[config.mk]
export PLATFORM = sky130hd
export DESIGN_NAME = multicycle_ctrl
export DESIGN_NICKNAME = d
export VERILOG_FILES = /design/src/rtl/multicycle_ctrl.sv
export SDC_FILE = /design/constraint.sdc
export NUM_CORES = 1
export LEC_CHECK = 0
export BUFFER_PORTS_ARGS = -buffer_cell sky130_fd_sc_hd__buf_2
export CORE_UTILIZATION = 37
export CTS_CLUSTER_DIAMETER = 120
export DETAILED_ROUTE_END_ITERATION = 16
export GPL_TIMING_DRIVEN = 0
export PLACE_DENSITY = 0.74
export SLEW_MARGIN = 20
export SYNTH_ARGS = -nofsm -noshare
export SYNTH_HDL_FRONTEND = slang
export SYNTH_SLANG_ARGS = --single-unit
export TNS_END_PERCENT = 20
[constraint.sdc]
create_clock -name clk_i -period 1.4 [get_ports clk_i]
set_input_delay 0.07 -clock clk_i [delete_from_list [all_inputs] [get_ports clk_i]]
set_output_delay 0.07 -clock clk_i [all_outputs]
set_load 0.005 [all_outputs]
[src/rtl/multicycle_ctrl.sv]
// Multi-cycle FETCH/DECODE/EXEC/MEM/WB sequencer for the miniRV datapath.
// Optional retired-instruction counter: define MULTICYCLE_CTRL_INSTRET_EN.
module multicycle_ctrl #(
    parameter int MEM_TIMEOUT = 16,
    parameter int INSTRET_W   = 32
) (
    input  logic        clk_i,
    input  logic        rst_i,
    input  logic [31:0] inst_i,
    input  logic        br_taken_i,
    input  logic        imem_ack_i,
    input  logic        dmem_ack_i,
    output logic        imem_req_o,
    output logic        ir_we_o,
    output logic        dmem_req_o,
    output logic        dmem_we_o,
    output logic        rf_we_o,
    output logic [2:0]  sext_op_o,
    output logic [2:0]  wd_sel_o,
    output logic        pc_we_o,
    output logic [1:0]  npc_sel_o,
    output logic [2:0]  state_o,
    output logic        trap_o,
    output logic [1:0]  trap_cause_o
`ifdef MULTICYCLE_CTRL_INSTRET_EN
    ,
    output logic [INSTRET_W-1:0] instret_o
`endif
);

    typedef enum logic [2:0] {
        S_FETCH  = 3'd0,
        S_DECODE = 3'd1,
        S_EXEC   = 3'd2,
        S_MEM    = 3'd3,
        S_WB     = 3'd4,
        S_TRAP   = 3'd5
    } state_t;

    localparam int CNT_W = $clog2(MEM_TIMEOUT);
    localparam logic [CNT_W-1:0] CNT_LAST = CNT_W'(MEM_TIMEOUT - 1);

    localparam logic [6:0] OP_R     = 7'b0110011;
    localparam logic [6:0] OP_I     = 7'b0010011;
    localparam logic [6:0] OP_LOAD  = 7'b0000011;
    localparam logic [6:0] OP_STORE = 7'b0100011;
    localparam logic [6:0] OP_BR    = 7'b1100011;
    localparam logic [6:0] OP_LUI   = 7'b0110111;
    localparam logic [6:0] OP_AUIPC = 7'b0010111;
    localparam logic [6:0] OP_JAL   = 7'b1101111;
    localparam logic [6:0] OP_JALR  = 7'b1100111;

    state_t           state;
    logic [CNT_W-1:0] wait_cnt;
    logic [1:0]       trap_cause;

    logic [6:0] opcode;
    logic [4:0] rd;
    logic       is_load, is_store, is_br, is_jal, is_jalr, legal;
    logic [2:0] sext_dec, wd_dec;
    logic       unused_inst_hi;

    assign opcode         = inst_i[6:0];
    assign rd             = inst_i[11:7];
    assign unused_inst_hi = ^inst_i[31:12];

    assign is_load  = (opcode == OP_LOAD);
    assign is_store = (opcode == OP_STORE);
    assign is_br    = (opcode == OP_BR);
    assign is_jal   = (opcode == OP_JAL);
    assign is_jalr  = (opcode == OP_JALR);

    always_comb begin
        sext_dec = 3'b000;
        wd_dec   = 3'b000;
        legal    = 1'b1;
        case (opcode)
            OP_R:     begin sext_dec = 3'b000; wd_dec = 3'b000; end
            OP_I:     begin sext_dec = 3'b000; wd_dec = 3'b000; end
            OP_LOAD:  begin sext_dec = 3'b000; wd_dec = 3'b010; end
            OP_STORE: begin sext_dec = 3'b001; wd_dec = 3'b000; end
            OP_BR:    begin sext_dec = 3'b010; wd_dec = 3'b000; end
            OP_LUI:   begin sext_dec = 3'b011; wd_dec = 3'b011; end
            OP_AUIPC: begin sext_dec = 3'b011; wd_dec = 3'b100; end
            OP_JAL:   begin sext_dec = 3'b100; wd_dec = 3'b001; end
            OP_JALR:  begin sext_dec = 3'b000; wd_dec = 3'b001; end
            default:  legal = 1'b0;
        endcase
    end

    // Memory handshake: a request is held high every cycle until the cycle in
    // which ack is seen; that cycle completes the transfer. A request that
    // waits MEM_TIMEOUT cycles without ack traps, but an ack in the last
    // cycle still completes normally.
    always_ff @(posedge clk_i or negedge rst_i) begin
        if (!rst_i) begin
            state      <= S_FETCH;
            wait_cnt   <= '0;
            trap_cause <= 2'b00;
        end else begin
            case (state)
                S_FETCH: begin
                    if (imem_ack_i) begin
                        state    <= S_DECODE;
                        wait_cnt <= '0;
                    end else if (wait_cnt == CNT_LAST) begin
                        state      <= S_TRAP;
                        trap_cause <= 2'b01;
                        wait_cnt   <= '0;
                    end else begin
                        wait_cnt <= wait_cnt + 1'b1;
                    end
                end
                S_DECODE: begin
                    if (legal) begin
                        state <= S_EXEC;
                    end else begin
                        state      <= S_TRAP;
                        trap_cause <= 2'b11;
                    end
                end
                S_EXEC: begin
                    if (is_load || is_store) state <= S_MEM;
                    else if (is_br)          state <= S_FETCH;
                    else                     state <= S_WB;
                end
                S_MEM: begin
                    if (dmem_ack_i) begin
                        state    <= is_store ? S_FETCH : S_WB;
                        wait_cnt <= '0;
                    end else if (wait_cnt == CNT_LAST) begin
                        state      <= S_TRAP;
                        trap_cause <= 2'b10;
                        wait_cnt   <= '0;
                    end else begin
                        wait_cnt <= wait_cnt + 1'b1;
                    end
                end
                S_WB:    state <= S_FETCH;
                S_TRAP:  state <= S_TRAP;
                default: state <= S_TRAP;
            endcase
        end
    end

    // Every output is held at zero while reset is asserted, including state_o.
    always_comb begin
        imem_req_o   = 1'b0;
        ir_we_o      = 1'b0;
        dmem_req_o   = 1'b0;
        dmem_we_o    = 1'b0;
        rf_we_o      = 1'b0;
        sext_op_o    = 3'b000;
        wd_sel_o     = 3'b000;
        pc_we_o      = 1'b0;
        npc_sel_o    = 2'b00;
        state_o      = 3'b000;
        trap_o       = 1'b0;
        trap_cause_o = 2'b00;
        if (rst_i) begin
            state_o      = state;
            trap_cause_o = trap_cause;
            if (state == S_DECODE || state == S_EXEC || state == S_MEM || state == S_WB) begin
                sext_op_o = sext_dec;
                wd_sel_o  = wd_dec;
            end
            case (state)
                S_FETCH: begin
                    imem_req_o = 1'b1;
                    ir_we_o    = imem_ack_i;
                end
                S_EXEC: begin
                    if (is_br) begin
                        pc_we_o   = 1'b1;
                        npc_sel_o = br_taken_i ? 2'b01 : 2'b00;
                    end
                end
                S_MEM: begin
                    dmem_req_o = 1'b1;
                    dmem_we_o  = is_store;
                    pc_we_o    = dmem_ack_i && is_store;
                end
                S_WB: begin
                    rf_we_o   = (rd != 5'd0);
                    pc_we_o   = 1'b1;
                    npc_sel_o = is_jal ? 2'b01 : (is_jalr ? 2'b10 : 2'b00);
                end
                S_TRAP:  trap_o = 1'b1;
                default: ;
            endcase
        end
    end

`ifdef MULTICYCLE_CTRL_INSTRET_EN
    logic [INSTRET_W-1:0] instret;

    always_ff @(posedge clk_i or negedge rst_i) begin
        if (!rst_i)       instret <= '0;
        else if (pc_we_o) instret <= instret + 1'b1;
    end

    assign instret_o = instret;
`else
    localparam int unused_instret_w = INSTRET_W;
`endif

endmodule

# Yosys cells after proc, flatten, opt, wreduce, memory -nomap -nowiden
# Cells that the tools add are included.
[op_classes]
n_addsub = 1
eq_ne = 20
muxes = 48
n_reduce_logical = 13
[ops]
columns = ["operator", "n"]
rows = [
  ["$mux W3", 12],
  ["$pmux W3 S4", 2],
  ["$eq A7 B6 Y1 const B", 3],
  ["$eq A7 B7 Y1 const B", 3],
  ["$mux W2", 9],
  ["$mux W1", 17],
  ["$pmux W3 S5", 1],
  ["$eq A7 B5 Y1 const B", 2],
  ["$mux W4", 3],
  ["$ne A2 B2 Y1 const B", 5],
  ["$reduce_or A9 Y1", 1],
  ["$pmux W4 S2", 1],
  ["$eq A7 B2 Y1 const B", 1],
  ["$eq A3 B2 Y1 const B", 2],
  ["$eq A3 B3 Y1 const B", 2],
  ["$pmux W2 S3", 1],
  ["$reduce_and A6 Y1", 1],
  ["$reduce_bool A5 Y1", 1],
  ["$add A4 B1 Y4 const B", 1],
  ["$eq A4 B4 Y1 const B", 1],
  ["$logic_or A1 B1 Y1", 4],
  ["$pmux W2 S2", 1],
  ["$reduce_or A2 Y1", 2],
  ["$eq A3 B1 Y1 const B", 1],
  ["other kinds (5)", 5],
]
[totals]
register_bits = 9
inputBits = 37
word_cells = 85

# Logic depth before layout (Yosys ltp)
# Gate-level depths: netlist of the first run.
[depth]
ltp_word = 6
mapped_depth = 5
mapped_depth_nobuf = 5

# Worst setup path after synthesis of the first run
# OpenSTA, ideal clock, no wires.
[synth_path]
kind = "reg2reg"
start = "reg state[1]"
end = "reg trap_cause[0]"
setup_time_ps = 66
t_arrival_ps = 1298
required_time_ps = 1334
path_slack_ps = 36
stages_incl_launch_ff = 5
n_path_buf = 0
cell_sequence = "dfrtp_1 > or2_2 > a21o_2 > a221oi_2 > o32a_1"
[synth_via]
elab_chain_len = 3
[synth_rtl]
columns = ["element", "line", "rtl"]
rows = [
  ["start, declared", "53", "state_t state;"],
  ["start signal, assigned", "129", "state <= is_store ? S_FETCH : S_WB;"],
  ["$eq A3 B2 Y1 (tied with other cells)", "101", "case (state)"],
  ["$ne A2 B2 Y1 (no source line) / $reduce_bool A3 Y1 (equally long branches)", "n/a", ""],
  ["$reduce_and A6 Y1 (no source line)", "n/a", ""],
  ["end signal, assigned", "99", "trap_cause <= 2'b00;"],
  ["end signal, assigned", "108", "trap_cause <= 2'b01;"],
  ["end signal, assigned", "119", "trap_cause <= 2'b11;"],
  ["end, declared", "55", "logic [1:0] trap_cause;"],
]
# Parallel ways exist; a longest one is shown, timed or not.
# A chain may end at the register's enable or synchronous reset.

# Worst setup path in the final report of the first run
[layout_path]
start = "reg state[0]"
end = "out sext_op_o[2]"
[layout_via]
elab_chain_len = 6
[layout_rtl]
columns = ["element", "line", "rtl"]
rows = [
  ["$eq A3 B1 Y1 / $eq A3 B2 Y1 (equally long branches)", "163", "if (state == S_DECODE || state == S_EXEC || state == S_MEM || state == S_WB) begin"],
  ["$logic_or A1 B1 Y1 (2 in series)", "163", ""],
  ["$logic_or A1 B1 Y1 (*)", "163", ""],
  ["$mux W3 (*)", "163", ""],
  ["$mux W3 (*)", "160", "if (rst_i) begin"],
  ["end, declared", "18", "output logic [2:0] sext_op_o,"],
]
# Every way passes the cells marked *; elsewhere a longest branch is shown, timed or not.

==> results of run 1 <==
[cells in the mapped netlist, drive strengths merged (2+ instances only)]
master  count
a21oi       7
or2         3
a211oi      2
buf         3
and3        4
o32a        2
o311ai      2
inv         5
a21o        2
dfrtp       9
nor3        5
nor2        8
nand4       3
nand2b      3
nor4        2
nand2      11
or2b        2
o21ai       8
a31oi       2
nand3       3
and2        7
nor2b       4
[cells by family after synthesis]
group	count (synthesis)	share of synthesized area [%]
and+or+nand+nor	61	39.63
AOI/OAI and AO/OA	33	27.09
adders and majority gates	1	1.441
xor gates and xnor gates	1	1.009
DFF	9	25.94
buffers and inverters	8	4.899
[metrics by stage]
stage	area, um^2	cells	util, %	hold WS, ns	worst slack, ns
floorplan	868.3	113	-	-0.2256	0.03556
global placement	1084	177	48.98	-0.01772	-0.1031
detailed placement	1084	177	48.98	-0.01688	-0.1073
CTS	1287	191	58.20	0.1391	-0.1322
global route	1324	192	59.84	0.1625	-0.2601
finish	1324	192	59.84	0.1480	-0.1677
[layout by cell type (no fill, tap or decap), types with 2 or more instances in the layout]
| cell type | netlist | routed |
|---|---|---|
| a21oi_1 | 7 | 4 |
| a21oi_2 | 0 | 3 |
| a31oi_1 | 2 | 2 |
| and2_1 | 6 | 6 |
| and3_1 | 3 | 3 |
| buf_2 | 1 | 36 |
| buf_4 | 1 | 10 |
| buf_6 | 1 | 3 |
| clkbuf_4 | 0 | 3 |
| dfrtp_1 | 9 | 9 |
| inv_1 | 5 | 5 |
| nand2_1 | 11 | 9 |
| nand2_2 | 0 | 2 |
| nand2b_1 | 3 | 3 |
| nand3_1 | 3 | 3 |
| nand4_1 | 3 | 3 |
| nor2_1 | 8 | 7 |
| nor2b_1 | 4 | 2 |
| nor3_1 | 5 | 3 |
| nor3_2 | 0 | 2 |
| o21ai_0 | 6 | 5 |
| o21ai_1 | 2 | 3 |
| o32a_1 | 2 | 2 |
[timing repair]
item | 4_1_cts | 5_1_grt
setup buffers | 9 | 1
pin swaps | 8 | 4
gates resized for setup | 21 | 8
hold endpoints to repair | 9 | 0
hold buffers | 1 | 0
endpoints found under the setup margin | 20 | 24
[worst paths after layout]
kind | from | end | slack (ns) | cells after the start
setup / recovery | state[0] | sext_op_o[2] | -0.17 | 6
hold / removal | dmem_ack_i | trap_cause[0] | 0.15 | 2
setup reg to reg | state[0] | trap_cause[0] | -0.16 | 5
hold reg to reg | trap_cause[0] | trap_cause[0] | 0.51 | 1
max in group asynchronous | rst_i | state[0] | 0.67 | 2
min in group asynchronous | rst_i | wait_cnt[0] | 0.43 | 2
[power breakdown]
part,total (W),switching [W],internal [W]
logic,0.000886,0.000427,0.000459
registers,0.000388,0.0000624,0.000326
clock network,0.000200,0.0000906,0.000110
[layout make-up]
type                    instances  area, um^2  area share, %
multi-input cells              96       719.4          54.35
well taps                      28       35.03          2.647
inverters                       5       18.77          1.418
clock buffers                   4       26.28          1.985
plain buffers                   3       33.78          2.552
repair buffers                 47       265.3          20.04
flip-flops and latches          9       225.2          17.01
[state kept, by name, summed over array words and instances, names as in the netlist]
signal and flops:
wait_cnt 4, state 3, trap_cause 2
[worst max-delay path: stages (launching register included)]
cell and delay, ns:
dfrtp_1 0.41, buf_6 0.14, nor2_4 0.12, xnor2_2 0.12, nand2_2 0.14, nor3_2 0.18
buf_2 0.14
[layer usage]
layer  vias to the layer above  global-route usage [%]  routed length, um
met5                         -                       0                  0
met4                         0                   16.20                 91
met3                         8                   2.424                126
met2                        42                   44.44               1437
met1                       505                   25.97               1188
li1                        527                       -                  -
==> flow_metrics.env, run 1 <==
export IMPL_status="finished, violations left"
export IMPL_violations="negative setup slack"
export IMPL_fin_crit_ns=1.568
export IMPL_synth_nets=151
export IMPL_drc_errors=0
export IMPL_dieWidth_um=50.45
export IMPL_core_area_mm2=0.002212
export IMPL_wl_per_cell_um=14.81
export IMPL_via_per_inst=5.635
export IMPL_synth_edff_count=0
export IMPL_overflow=0
export IMPL_max_slew_worst_pin_slew_ns=0.4234
export IMPL_setup_viol=18
export IMPL_cts_tree="yes"
export IMPL_grt_pass1_vias=1044
export IMPL_cp_data_required_time_ns=1.33
export IMPL_dpl_hpwl_um=1845
export IMPL_vias=1082
export IMPL_worstPathMaxFanout=6
export IMPL_rows=17
export IMPL_finalMaxSlewViolations=0
export IMPL_synth_area_um2=868.3
export IMPL_ant_nets=0
export IMPL_path_clk_slew_ns=0.06
export IMPL_vdd_ir_drop_max_v=0.0008366
export IMPL_ys_warn_count=0
export IMPL_drive_gt1_share_pct=48.78
export IMPL_timing_hold_violations_final=0
export IMPL_p_leak_nw=0.5927
export IMPL_dieArea_mm2=0.002545
export IMPL_h_tree_depth=1
export IMPL_fin_crit_sh_pct=112.0
export IMPL_fin_skew_ns=0.003319
export IMPL_clock_sinks=9
export IMPL_gp_congestion=0.8173
export IMPL_first_iter_violations=22
export IMPL_post_route_worst_setup_slack_ns=-0.1677
export IMPL_hold_class="input port to flip-flop"
export IMPL_clk_latency_ns=0.26
export IMPL_finalPower_w=0.001475
export IMPL_die_y_um=50.45
export IMPL_worstSetupEndpointType="primary output"
export IMPL_grt_pass1_wl_um=4629
export IMPL_clock_fmax_ghz=0.6379
export IMPL_ys_seq_area_share_pct=25.94
export IMPL_area_growth_pct=52.45
export IMPL_critPathArrivalTime_ns=1.50
export IMPL_synthTopCellsByArea="dfrtp_1, nand2_1, and2_1"
export IMPL_grt_max_degree=12
export IMPL_port_buffers=36
export IMPL_drv_cap=0
export IMPL_synth_seq_cells=9
export IMPL_ys_flop_type="dfrtp_1"
export IMPL_numCtsBuffers=3
export IMPL_start_util_pct=39.25
export IMPL_clk_path_buf_depth=2
export IMPL_nFillCells=211
export IMPL_syn_area_per_cell_um2=7.684
export IMPL_n_antenna_cell=0
export IMPL_power_density_mw_per_mm2=1114
export IMPL_path_class="flip-flop to primary output"
export IMPL_grt_use_total_pct=24.29
export IMPL_relSlewSlack_pct=71.68
export IMPL_antenna_found_initial=0
export IMPL_synth_top_cell_area_share_pct=25.94
export IMPL_firstDrtPassIters=4
export IMPL_async_flop_share_pct=100.0
export IMPL_fin_tns_setup_ns=-1.646
export IMPL_synthDistinctLibCells=47
export IMPL_routed_wl_um=2844
export IMPL_yosysTopAreaCell="dfrtp_1"
export IMPL_final_nets=203
export IMPL_netlist_instances=113
export IMPL_ioPinCount=57
export IMPL_grt_setup_unrepaired="true"
export IMPL_cp_start_kind="flip-flop"
export IMPL_root_buffer="clkbuf_4"
No activity file was read; power rests on OpenSTA's default activity.
==> run 2: changes to the inputs <==
CORE_UTILIZATION = 40   (was 37)
PLACE_DENSITY = 0.76   (was 0.74)
clock period = 1.5 ns   (was 1.4 ns; I/O delays follow)
==> run 2 against run 1 <==
  * The flow still finishes with violations (negative setup slack)
  * Sequential share of layout area increased by 1.1 points
  * Setup slack improved by 0.11 ns
  * Combinational power down 20%
  * Cell area fell by 5.7%
  * Die area decreased by 7.2%
  * First-iteration DRC count did not move
  * Sequential cell count did not move
  * Cell count down 2.6%
  * Register-to-register slack improved by 0.15 ns
  * Global-route usage shrank 2.2 points
  * Non-clock buffer count decreased by 4
  * Critical path type unchanged
  * Critical endpoint unchanged
  * Highest routed layer unchanged
==> flow_metrics.env, run 2 (same netlist as run 1, synthesis figures left out) <==
export IMPL_status="finished, violations left"
export IMPL_violations="negative setup slack"
export IMPL_grt_pass1_wl_um=4140
export IMPL_final_util_pct=62.38
export IMPL_p_sw_w=0.0004912
export IMPL_path_class="flip-flop to primary output"
export IMPL_p_int_w=0.0007735
export IMPL_worstPathMaxFanout=7
export IMPL_drive_gt1_share_pct=45.00
export IMPL_clock_sinks=9
export IMPL_cp_start_kind="flip-flop"
export IMPL_p_leak_nw=0.5720
export IMPL_post_route_worst_setup_slack_ns=-0.06127
export IMPL_final_common_cell="buf_2"
export IMPL_power_density_mw_per_mm2=1013
export IMPL_fin_crit_sh_pct=104.1
export IMPL_timing_hold_violations_final=0
export IMPL_mostFrequentLayoutCells="buf_2, nand2_1, dfrtp_1"
export IMPL_fin_skew_ns=0.002834
export IMPL_final_nets=199
export IMPL_vdd_ir_drop_max_v=0.0006215
export IMPL_swShare_pct=38.84
export IMPL_vias=1046
export IMPL_clkPwrFrac_pct=14.9
export IMPL_grt_max_degree=12
export IMPL_place_area_mm2=0.001082
export IMPL_top_regs="wait_cnt: 4 flops, state: 3 flops, trap_cause: 2 flops"
export IMPL_antenna_found_initial=0
export IMPL_start_util_pct=43.38
export IMPL_critPathArrivalTime_ns=1.49
export IMPL_routed_wl_um=2539
export IMPL_drv_cap=0
export IMPL_n_antenna_cell=0
export IMPL_dieArea_mm2=0.002361
export IMPL_fin_crit_ns=1.561
export IMPL_finalPower_w=0.001265
export IMPL_critPathLaunch="state[1]"
export IMPL_dieWidth_um=48.59
export IMPL_wl_per_cell_um=13.58
export IMPL_clk_path_buf_depth=2
export IMPL_power_frac_seq_pct=28.7
export IMPL_root_buffer="clkbuf_4"
export IMPL_setup_viol=10
export IMPL_worstSetupEndpointType="primary output"
export IMPL_ant_nets=0
export IMPL_finalMaxSlewViolations=0
export IMPL_cp_slowest_cell="dfrtp_1"
export IMPL_firstDrtPassIters=4
export IMPL_power_frac_comb_pct=56.3
export IMPL_max_slew_worst_pin_slew_ns=0.4242
export IMPL_clk_latency_ns=0.26
export IMPL_reg2reg_to="trap_cause[1]"
export IMPL_cts_tree="yes"
export IMPL_relSlewSlack_pct=71.62
export IMPL_clock_fmax_ghz=0.6405
export IMPL_overflow=0
export IMPL_top_register="wait_cnt"
export IMPL_cp_slowest_stage_delay_ns=0.43
export IMPL_stdcell_area_mm2=0.001249
export IMPL_gp_congestion=0.8172
export IMPL_timing_reg2reg_setup_slack_ns=-0.01
export IMPL_cp_data_required_time_ns=1.42
export IMPL_grt_pass1_vias=940
export IMPL_core_area_mm2=0.002002
export IMPL_path_clk_slew_ns=0.06
export IMPL_drc_errors=0
export IMPL_h_tree_depth=1
export IMPL_grt_setup_unrepaired="true"
export IMPL_rr_startpoint="state[1]"
export IMPL_area_growth_pct=43.80
export IMPL_largest_reg_flops=4
export IMPL_die_y_um=48.59
export IMPL_first_iter_violations=22
export IMPL_crit_chain="buf_6 > nor2_4 > xnor2_2 > nand2_2 > nor3_2 > buf_2"
export IMPL_via_per_inst=5.594
export IMPL_hold_class="input port to flip-flop"
export IMPL_cp_endpoint="sext_op_o[2]"
export IMPL_nFillCells=194
export IMPL_port_buffers=36
export IMPL_numCtsBuffers=3
export IMPL_whs_ns=0.1532
export IMPL_ioPinCount=57
export IMPL_rows=16
export IMPL_worstRegToRegCells=5
export IMPL_grt_use_total_pct=22.13
export IMPL_dpl_hpwl_um=1788
## run 2: worst min path at each step
stage	endpoint	slack, ns	cells after the start	start
3_3_place_gp	wait_cnt[3]	-0.01	1	rst_i
3_5_place_dp	wait_cnt[3]	-0.007	1	rst_i
6_report	trap_cause[0]	0.15	2	dmem_ack_i
5_1_grt	trap_cause[0]	0.15	2	dmem_ack_i
2_1_floorplan	state[0]	-0.22	0	rst_i
4_1_cts	trap_cause[0]	0.13	2	dmem_ack_i
## run 2: stage by stage
step / TNS (ns) / setup slack (ns) / std cells
floorplan: 0 / 0.1356 / 113
global placement: 0 / 0.008902 / 176
detailed placement: -0.006056 / -0.004971 / 176
CTS: -0.1573 / -0.03615 / 187
global route: -1.335 / -0.1424 / 187
finish: -0.3071 / -0.06127 / 187
## run 2: power groups by stage
stage	combinational, W	sequential, W	clock, W
6_report	0.000713	0.000363	0.000189
5_1_grt	0.000782	0.000370	0.000210
4_1_cts	0.000685	0.000360	0.000193
3_5_place_dp	0.000503	0.000373	0
3_3_place_gp	0.000493	0.000368	0
2_1_floorplan	0.000359	0.000353	0
## run 2: layout make-up
type	instances	area, um^2	share of cell area, %
Buffer	3	33.78	2.705
Clock buffer	4	26.28	2.104
Inverter	5	18.77	1.503
Multi-Input combinational cell	96	674.4	54.01
Sequential cell	9	226.5	18.14
Tap cell	27	33.78	2.705
Timing Repair Buffer	43	235.2	18.84
## run 2: repair_timing
| action | CTS | global route |
|---|---|---|
| pin swaps | 5 | 5 |
| setup endpoints to repair | 14 | 20 |
| setup buffers | 6 | 0 |
| hold buffers | 1 | 0 |
| hold endpoints to repair | 9 | 0 |
| gates resized for setup | 17 | 6 |
## run 2: metal layers
| metal | vias to the layer above | part of all wire [%] | global-route usage [%] |
|---|---|---|---|
| li1 | 518 | - | - |
| met1 | 470 | 44 | 27.18 |
| met2 | 52 | 47 | 38.03 |
| met3 | 6 | 6.2 | 2.830 |
| met4 | 0 | 2.1 | 10.78 |
| met5 | - | 0 | 0 |
## run 2: critical path, delay by kind of cell (launching register included)
kind                   cells  cell delay [ns]
XOR/XNOR                   1             0.12
AND/OR/NAND/NOR            3             0.39
buffers and inverters      2             0.29
flip-flops                 1             0.43
==> run 3: changes to the inputs <==
CORE_UTILIZATION = 37   (was 40)
PLACE_DENSITY = 0.74   (was 0.76)
clock period = 1.37 ns   (was 1.5 ns; I/O delays follow)
==> run 3 against run 2 <==
  * The run still ends with negative setup slack left
  * Via count grew 3.4%
  * Clock power increased by 8%
  * Total power increased by 20%
  * Die area grew 7.8%
  * Sequential power increased by 9.9%
  * Core utilization fell by 2.0 points
  * Non-clock buffer count increased by 4
  * First-iteration DRC count is 32% lower
  * Hold slack worse by 0.0020 ns
  * Largest cell class unchanged
  * Largest power group unchanged
==> flow_metrics.env, run 3 (same netlist as run 1, synthesis figures left out) <==
export IMPL_status="finished, violations left"
export IMPL_violations="negative setup slack"
export IMPL_drive_gt1_share_pct=50.00
export IMPL_worstRegToRegCells=5
export IMPL_n_antenna_cell=0
export IMPL_min_delay_start="dmem_ack_i"
export IMPL_timing_reg2reg_setup_slack_ns=-0.11
export IMPL_drv_cap=0
export IMPL_ioPinCount=57
export IMPL_power_density_mw_per_mm2=1134
export IMPL_rr_startpoint="state[1]"
export IMPL_clk_latency_ns=0.26
export IMPL_start_util_pct=39.25
export IMPL_dieArea_mm2=0.002545
export IMPL_worstPathMaxFanout=6
export IMPL_grt_max_degree=12
export IMPL_port_buffers=36
export IMPL_cp_start_kind="flip-flop"
export IMPL_area_growth_pct=53.89
export IMPL_hold_class="input port to flip-flop"
export IMPL_rows=17
export IMPL_clk_path_buf_depth=2
export IMPL_dieWidth_um=50.45
export IMPL_final_nets=203
export IMPL_first_iter_violations=15
export IMPL_setup_viol=20
export IMPL_timing_hold_violations_final=0
export IMPL_path_clk_slew_ns=0.06
export IMPL_clock_fmax_ghz=0.6361
export IMPL_grt_use_total_pct=23.46
export IMPL_cts_tree="yes"
export IMPL_cp_data_required_time_ns=1.30
export IMPL_grt_pass1_wl_um=4505
export IMPL_post_route_worst_setup_slack_ns=-0.2020
export IMPL_stdcell_area_mm2=0.001336
export IMPL_core_area_mm2=0.002212
export IMPL_dpl_hpwl_um=1845
export IMPL_top_regs="wait_cnt: 4 flops, state: 3 flops, trap_cause: 2 flops"
export IMPL_fin_crit_ns=1.572
export IMPL_largest_reg_flops=4
export IMPL_mostFrequentLayoutCells="buf_2, nand2_1, buf_4, dfrtp_1, nor2_1"
export IMPL_grt_setup_unrepaired="true"
export IMPL_antenna_found_initial=0
export IMPL_cp_endpoint="sext_op_o[2]"
export IMPL_overflow=0
export IMPL_firstDrtPassIters=4
export IMPL_path_class="flip-flop to primary output"
export IMPL_die_y_um=50.45
export IMPL_wl_per_cell_um=14.65
export IMPL_ant_nets=0
export IMPL_relSlewSlack_pct=71.41
export IMPL_clock_sinks=9
export IMPL_root_buffer="clkbuf_4"
export IMPL_fin_crit_sh_pct=114.7
export IMPL_drc_errors=0
export IMPL_grt_pass1_vias=1044
export IMPL_reg2reg_to="trap_cause[0]"
export IMPL_worstSetupEndpointType="primary output"
export IMPL_routed_wl_um=2812
export IMPL_fin_skew_ns=0.002422
export IMPL_vdd_ir_drop_max_v=0.0008478
export IMPL_gp_congestion=0.8173
export IMPL_final_common_cell="buf_2"
export IMPL_critPathArrivalTime_ns=1.50
export IMPL_critPathLaunch="state[0]"
export IMPL_h_tree_depth=1
export IMPL_finalPower_w=0.001516
export IMPL_vias=1082
export IMPL_finalMaxSlewViolations=0
export IMPL_top_register="wait_cnt"
export IMPL_numCtsBuffers=3
export IMPL_nFillCells=200
export IMPL_max_slew_worst_pin_slew_ns=0.4275
export IMPL_place_area_mm2=0.001084
export IMPL_via_per_inst=5.635
export IMPL_p_leak_nw=0.5944
==> run 3: cell types whose count changed in the layout (fill, tap and decap cells not counted), sizes merged <==
| cell | change |
|---|---|
| buf | +4 |
==> run 3: worst min path at each step <==
stage                     slack (ns)             to  cells past startpoint
after floorplan                -0.23       state[0]                      0
after global placement         -0.02    wait_cnt[1]                      1
after detailed placement       -0.02    wait_cnt[0]                      1
after CTS                       0.14  trap_cause[0]                      2
final                           0.15  trap_cause[0]                      2
after global routing            0.17  trap_cause[0]                      2
==> run 3: repair_timing <==
| item | 4_1_cts | 5_1_grt |
|---|---|---|
| endpoints found under the setup margin | 22 | 23 |
| setup buffers | 9 | 1 |
| endpoints found under the hold margin | 9 | 0 |
| gates resized for setup | 25 | 8 |
| hold buffers | 1 | 0 |
| pin swaps | 9 | 4 |
==> run 3: routing by layer <==
metal  wire (um)  share of wire (%)  global-route usage [%]
met1        1146                 41                   25.05
met2        1379                 49                   43.11
met3         174                6.2                   2.727
met4         111                3.9                   14.81
met5           0                  0                       0
==> run 3: layout make-up <==
class / count / area (um^2) / area share, %
buffer: 3 / 33.78 / 2.528
clock buffer: 4 / 26.28 / 1.966
inverter: 5 / 18.77 / 1.404
timing repair buffer: 47 / 269.0 / 20.13
sequential: 9 / 225.2 / 16.85
tap: 28 / 35.03 / 2.622
multi-input combinational: 96 / 728.2 / 54.49
==> run 3: report_power, final <==
| group | total, W | internal [W] | switching, W | leakage, nW |
|---|---|---|---|---|
| Sequential | 0.000399 | 0.000333 | 0.0000662 | 0.0975 |
| Clock | 0.000205 | 0.000112 | 0.0000925 | 0.0150 |
| Combinational | 0.000912 | 0.000477 | 0.000435 | 0.482 |
| Total | 0.00152 | 0.000922 | 0.000594 | 0.594 |
==> run 3: per-stage QoR <==
stage	utilization [%]	TNS [ns]	hold slack, ns	setup slack (ns)	instances
2_1_floorplan	-	0	-0.2271	0.005562	113
3_3_place_gp	48.98	-0.7527	-0.01922	-0.1331	177
3_5_place_dp	48.98	-1.147	-0.01838	-0.1358	177
4_1_cts	58.82	-1.836	0.1376	-0.1644	191
5_1_grt	60.41	-4.017	0.1709	-0.3014	192
6_report	60.41	-2.275	0.1512	-0.2020	192
==> run 3: worst max-delay path: stages, from the launching register on <==
cell	delay, ns
dfrtp_1	0.41
buf_6	0.14
nor2_4	0.12
xnor2_2	0.12
nand2_2	0.14
nor3_2	0.17
buf_2	0.14
